`config.mk`:
```
export PLATFORM = sky130hd
export DESIGN_NAME = iter_alu
export DESIGN_NICKNAME = d
export VERILOG_FILES = /design/src/rtl/alu_pkg.sv /design/src/rtl/alu_shift_step.sv /design/src/rtl/iter_alu.sv
export SDC_FILE = /design/constraint.sdc
export NUM_CORES = 1
export LEC_CHECK = 0
export CAP_MARGIN = 20
export CORE_MARGIN = 3
export CORE_UTILIZATION = 55
export DETAILED_ROUTE_END_ITERATION = 16
export GPL_TIMING_DRIVEN = 0
export HOLD_SLACK_MARGIN = 0.05
export PLACE_DENSITY_LB_ADDON = 0.3
export SLEW_MARGIN = 20
export SYNTH_ARGS = -nofsm -noshare
export SYNTH_HDL_FRONTEND = slang
export SYNTH_SLANG_ARGS = --single-unit
```
`constraint.sdc`:
```
create_clock -name i_clk -period 3.4 [get_ports i_clk]
set_input_delay 0.85 -clock i_clk [delete_from_list [all_inputs] [get_ports i_clk]]
set_output_delay 0.85 -clock i_clk [all_outputs]
set_load 0.01 [all_outputs]
```
`src/rtl/alu_pkg.sv`:
```
// alu_pkg: opcode/state encodings and opcode helpers shared by the iterative ALU
package alu_pkg;
  typedef enum logic [3:0] {
    ALU_ADD  = 4'h0,
    ALU_SUB  = 4'h1,
    ALU_SLT  = 4'h2,
    ALU_SLTU = 4'h3,
    ALU_XOR  = 4'h4,
    ALU_OR   = 4'h5,
    ALU_AND  = 4'h6,
    ALU_SLL  = 4'h7,
    ALU_SRL  = 4'h8,
    ALU_SRA  = 4'h9,
    ALU_LUI  = 4'hA
  } alu_op_e;
  typedef enum logic [1:0] {IDLE, SHIFT, DONE} state_e;
  function automatic logic is_shift(input logic [3:0] op);
    return op == ALU_SLL || op == ALU_SRL || op == ALU_SRA;
  endfunction
  function automatic logic is_legal(input logic [3:0] op);
    return op <= ALU_LUI;
  endfunction
endpackage

```
`src/rtl/alu_shift_step.sv`:
```
// alu_shift_step: one combinational shift step of up to SHIFT_STEP bits
module alu_shift_step #(
  parameter int XLEN = 32,
  parameter int SHIFT_STEP = 1,
  localparam int KW = $clog2(SHIFT_STEP + 1)
) (
  input  logic [XLEN-1:0] work,
  input  logic [KW-1:0]   k,
  input  logic            dir,
  input  logic            arith,
  output logic [XLEN-1:0] shifted
);
  logic [XLEN-1:0] sra;
  // kept in its own assignment so the arithmetic shift stays signed
  assign sra = $signed(work) >>> k;
  assign shifted = !dir ? work << k : arith ? sra : work >> k;
endmodule

```
`src/rtl/iter_alu.sv`:
```
// iter_alu: handshaked integer ALU, single-cycle logic ops and iterative shifts
module iter_alu import alu_pkg::*; #(
  parameter int XLEN = 32,
  parameter int SHIFT_STEP = 1,
  localparam int SHAMT_W = $clog2(XLEN),
  localparam int KW = $clog2(SHIFT_STEP + 1)
) (
  input  logic            i_clk,
  input  logic            i_rst_n,
  input  logic            i_flush,
  input  logic            i_valid,
  output logic            o_ready,
  input  logic [3:0]      i_op,
  input  logic [XLEN-1:0] i_a,
  input  logic [XLEN-1:0] i_b,
  output logic            o_valid,
  input  logic            i_ready,
  output logic [XLEN-1:0] o_result,
  output logic            o_zero,
  output logic            o_illegal
);
  state_e state_q, state_d;
  logic [XLEN-1:0] work_q, work_d, res_q, res_d, alu_res, shifted;
  logic [SHAMT_W-1:0] rem_q, rem_d, shamt;
  logic [3:0] op_q, op_d;
  logic ill_q, ill_d, last;
  logic [KW-1:0] k;
  assign shamt = i_b[SHAMT_W-1:0];
  assign last = 32'(rem_q) <= SHIFT_STEP;
  assign k = last ? KW'(rem_q) : KW'(SHIFT_STEP);
  assign o_ready = state_q == IDLE;
  assign o_valid = state_q == DONE;
  assign o_result = res_q;
  assign o_zero = res_q == '0;
  assign o_illegal = ill_q;
  alu_shift_step #(.XLEN(XLEN), .SHIFT_STEP(SHIFT_STEP)) u_step (
    .work(work_q), .k(k), .dir(op_q != ALU_SLL), .arith(op_q == ALU_SRA), .shifted(shifted)
  );
  // single-cycle result; shifts pass a through for the shamt==0 case
  always_comb begin
    alu_res = '0;
    case (i_op)
      ALU_ADD:  alu_res = i_a + i_b;
      ALU_SUB:  alu_res = i_a + ~i_b + 1'b1;
      ALU_SLT:  alu_res = XLEN'($signed(i_a) < $signed(i_b));
      ALU_SLTU: alu_res = XLEN'(i_a < i_b);
      ALU_XOR:  alu_res = i_a ^ i_b;
      ALU_OR:   alu_res = i_a | i_b;
      ALU_AND:  alu_res = i_a & i_b;
      ALU_SLL, ALU_SRL, ALU_SRA: alu_res = i_a;
      ALU_LUI:  alu_res = i_b;
      default:  alu_res = '0;
    endcase
  end
  // next-state: accept in IDLE, iterate in SHIFT, hold result in DONE; flush wins
  always_comb begin
    state_d = state_q;
    work_d = work_q;
    rem_d = rem_q;
    op_d = op_q;
    res_d = res_q;
    ill_d = ill_q;
    if (i_flush) begin
      state_d = IDLE;
      rem_d = '0;
    end else begin
      case (state_q)
        IDLE: if (i_valid) begin
          op_d = i_op;
          ill_d = !is_legal(i_op);
          if (is_shift(i_op) && shamt != '0) begin
            work_d = i_a;
            rem_d = shamt;
            state_d = SHIFT;
          end else begin
            res_d = alu_res;
            state_d = DONE;
          end
        end
        SHIFT: begin
          work_d = shifted;
          rem_d = rem_q - SHAMT_W'(k);
          res_d = last ? shifted : res_q;
          state_d = last ? DONE : SHIFT;
        end
        DONE: state_d = i_ready ? IDLE : DONE;
        default: state_d = IDLE;
      endcase
    end
  end
  // state and datapath registers
  always_ff @(posedge i_clk or negedge i_rst_n) begin
    if (!i_rst_n) begin
      state_q <= IDLE;
      work_q <= '0;
      rem_q <= '0;
      op_q <= '0;
      res_q <= '0;
      ill_q <= 1'b0;
    end else begin
      state_q <= state_d;
      work_q <= work_d;
      rem_q <= rem_d;
      op_q <= op_d;
      res_q <= res_d;
      ill_q <= ill_d;
    end
  end
endmodule

```
==> key figures <==
Outcome
  – Status: finished, violations left
  – Failing checks: setup timing

Critical path
  – Crit path DAT: around 3600 ps
  – CP max-delay cell: clkbuf_1
  – RR Startpoint: rem_q[1]
  – Crit path cell chain: clkdlybuf4s50_1 > clkbuf_2 > nand2_1 > o22ai_4 > buf_12 > buf_4 > nand2_1 > a21oi_2 > o31ai_4 > clkbuf_1 > o21ai_0
  – Cell count along the critical path: 11
  – Setup CP Type: in2reg
  – Critical Path Most Common Cell: nand2_1
  – Family with the most delay on the worst path: buffers and inverters
  – Crit path from: i_op[1]
  – Buf+Inv Stages, Crit Path: 5
  – Crit path capture type: register
  – Reg2reg path depth: 8
  – Worst-path fanout max: 10
  – CP required: 3590 ps
  – Setup crit end: work_q[11]
  – Reg2reg end: o_result[22]
  – Worst reg-to-reg setup slack: approximately 230 ps
  – Max stage delay on crit path: 530 ps
  – Critical Path Start Type: primary input

Clock network
  – Num CTS Buffers: 9
  – CTS Buffer Depth: 2
  – TritonCTS clock tree: built
  – Clock root buffer: clkbuf_16
  – H-tree depth: 3
  – Clk pin slew, worst setup/hold paths: 60 ps
  – Post-CTS Hold Buffers: 0
  – Clock Latency Late Sink: around 340 ps
  – Clock sinks: 76

Yosys
  – Syn Std Cell Area: around 0.0095 sq mm
  – Syn nets: around 1500
  – Dominant cells by area after synthesis: dfrtp_1 (20%), ha_1 (13%), a21oi_1 (7.8%)
  – Ys flop type: dfrtp_1
  – Seq/Total Area, Yosys: 20.1%
  – Yosys warns: 0
  – Avg Inst Size Synth: slightly above 7 sq um
  – Ys async rst share: 100%
  – Yosys cell types: 86
  – Post-synth top area share: 20.1%
  – Syn Inst Count: between 1000 and 1500
  – Synth Register Bits: 76
  – EDFF count, synth: 0
  – Area leader, netlist: dfrtp_1

Pwr
  – Leakage: between 5 and 6 nW
  – VDD IR-drop max: 335 uV
  – Power per standard cell area: 381 mW/mm^2
  – Tot Pwr: between 4 and 5 mW

Detailed routing
  – Wire length per cell: 25.5 um
  – DRT Pass-1 Iters: 6
  – DRT iter0 DRCs: about 1900
  – Total length of routed wires: between 40000 and 50000 um
  – Routed via count: 11800
  – Remaining antenna violation count: 0
  – Vias per cell: roughly 7.1
  – Residual DRC: 0

STA
  – Final Hold Viols: 0
  – Tcrit/Tclk final: 101%
  – Worst-Margin Slew: approximately 830 ps
  – WHS: 427 ps
  – Slew Limit Fails: 0
  – Final setup margin: -24.3 ps
  – Slew HR: about 44%
  – FMAX: about 290 MHz
  – Setup Skew: 6.28 ps
  – Final min period: 3420 ps
  – # setup viols final: 6

Place
  – Final HPWL DP: around 31000 um
  – Dpl ws: -1310 ps
  – Placed insts: about 1600
  – Port bufs: between 100 and 150
  – Placer congestion estimate: ~1.0

Global route
  – First-pass GRT wire length: 62200 um
  – Grt ovf: 0
  – Initial antenna violation count: 0
  – Total track usage: approximately 43%
  – Vias in the first global route: between 10000 and 15000
  – Largest net degree at the start of global routing: 51

Cells and area
  – Share of layout cells above drive strength 1: a little under a fifth
  – Most frequent cells in the layout: nand2_1 (142), a21oi_1 (131), nor2_1 (126), o21ai_0 (87), inv_1 (83)
  – Final net count: roughly 1600
  – Core Util, Final: 73.1%
  – Register area: 0.00190 sq mm
  – Post-route insts no fill: between 1500 and 2000
  – ANT cells: 0
  – Fill cell count: between 1000 and 1500
  – Most common cell after layout, fill and taps aside: nand2_1
  – Area growth, synth to finish: 29.0%
  – Multi-input gate area: 0.00762 sq mm

Floorplanning
  – # IOs: about 110
  – Die height: approximately 140 um
  – Chip width: between 100 and 150 um
  – Starting Density: between 50% and 60%
  – Die area: 0.0188 sq mm
  – Num rows: 47
  – Core area: between 0.015 and 0.02 sq mm

Min path
  – Worst Hold Class: in2async

Run
  – MaxCap Viol Count: 0
==> sequential cells by signal, indices dropped and copies added, names as in the netlist <==
signal and cells:
o_illegal 1, rem_q 5, op_q 4, state_q 2
work_q 32, o_result 32
==> cell families after synthesis <==
family	after synthesis	synth area share, %
XOR/XNOR	19	1.76
buffers and inverters	194	8.36
adder cells (fa/ha/maj)	99	13.2
multiplexers	15	1.64
flip-flops	76	20.1
AO/OA/AOI/OAI	484	34.5
AND/OR/NAND/NOR	419	20.5
==> power by group <==
| part | total, mW | switching (mW) | internal (mW) |
|---|---|---|---|
| sequential | 1.44 | 0.284 | 1.15 |
| clock | 0.909 | 0.380 | 0.529 |
| combinational | 2.30 | 1.36 | 0.940 |
| total | 4.65 | 2.03 | 2.62 |
==> metal layers <==
metal,track usage (%),share of wire (%),vias up
met5,0,0,-
met4,28.8,8.2,0
met3,12.5,13,255
met2,64.1,43,991
met1,54.9,36,5516
li1,-,-,5079
==> cell usage after synthesis (21+ instances only) <==
master / count
a21oi_1: 147
nand2_1: 144
nor2_1: 131
inv_1: 105
ha_1: 97
o21ai_0: 97
dfrtp_1: 76
clkbuf_1: 65
nor3_1: 31
a311oi_1: 26
a222oi_1: 21
==> through the flow <==
step / setup TNS, ps / cell area [sq um]
after floorplan: 0 / 9470
after global placement: -153640 / 10800
after detailed placement: -45090 / 10900
after CTS: 0 / 11700
after global routing: -1060 / 12200
final: -93.6 / 12200
==> area by class of cell <==
type / count / share of cell area [%]
plain buffers: 82 / 3.61
flip-flops and latches: 76 / 15.6
inverters: 106 / 3.41
well taps: 220 / 2.25
repair buffers: 144 / 10.6
multi-input cells: 1036 / 62.4
clock inverters: 2 / 0.0820
clock buffers: 13 / 2.13
==> worst min-delay path by stage <==
stage	slack, ps	start	depth (start not counted)	end
4_1_cts	440	i_rst_n	1	rem_q[2]
2_1_floorplan	460	work_q[31]	2	work_q[31]
6_report	430	i_rst_n	1	rem_q[2]
5_1_grt	450	i_rst_n	1	rem_q[2]
3_5_place_dp	500	work_q[31]	2	work_q[31]
3_3_place_gp	500	work_q[31]	2	work_q[31]
==> what timing repair did <==
action                                  4_1_cts  5_1_grt
pin swaps                                    44       59
resized for setup                           229      172
setup buffers                                23       12
cloned                                        0        1
endpoints found under the setup margin       67       59
Note: power is estimated with default switching activity, not from simulation.
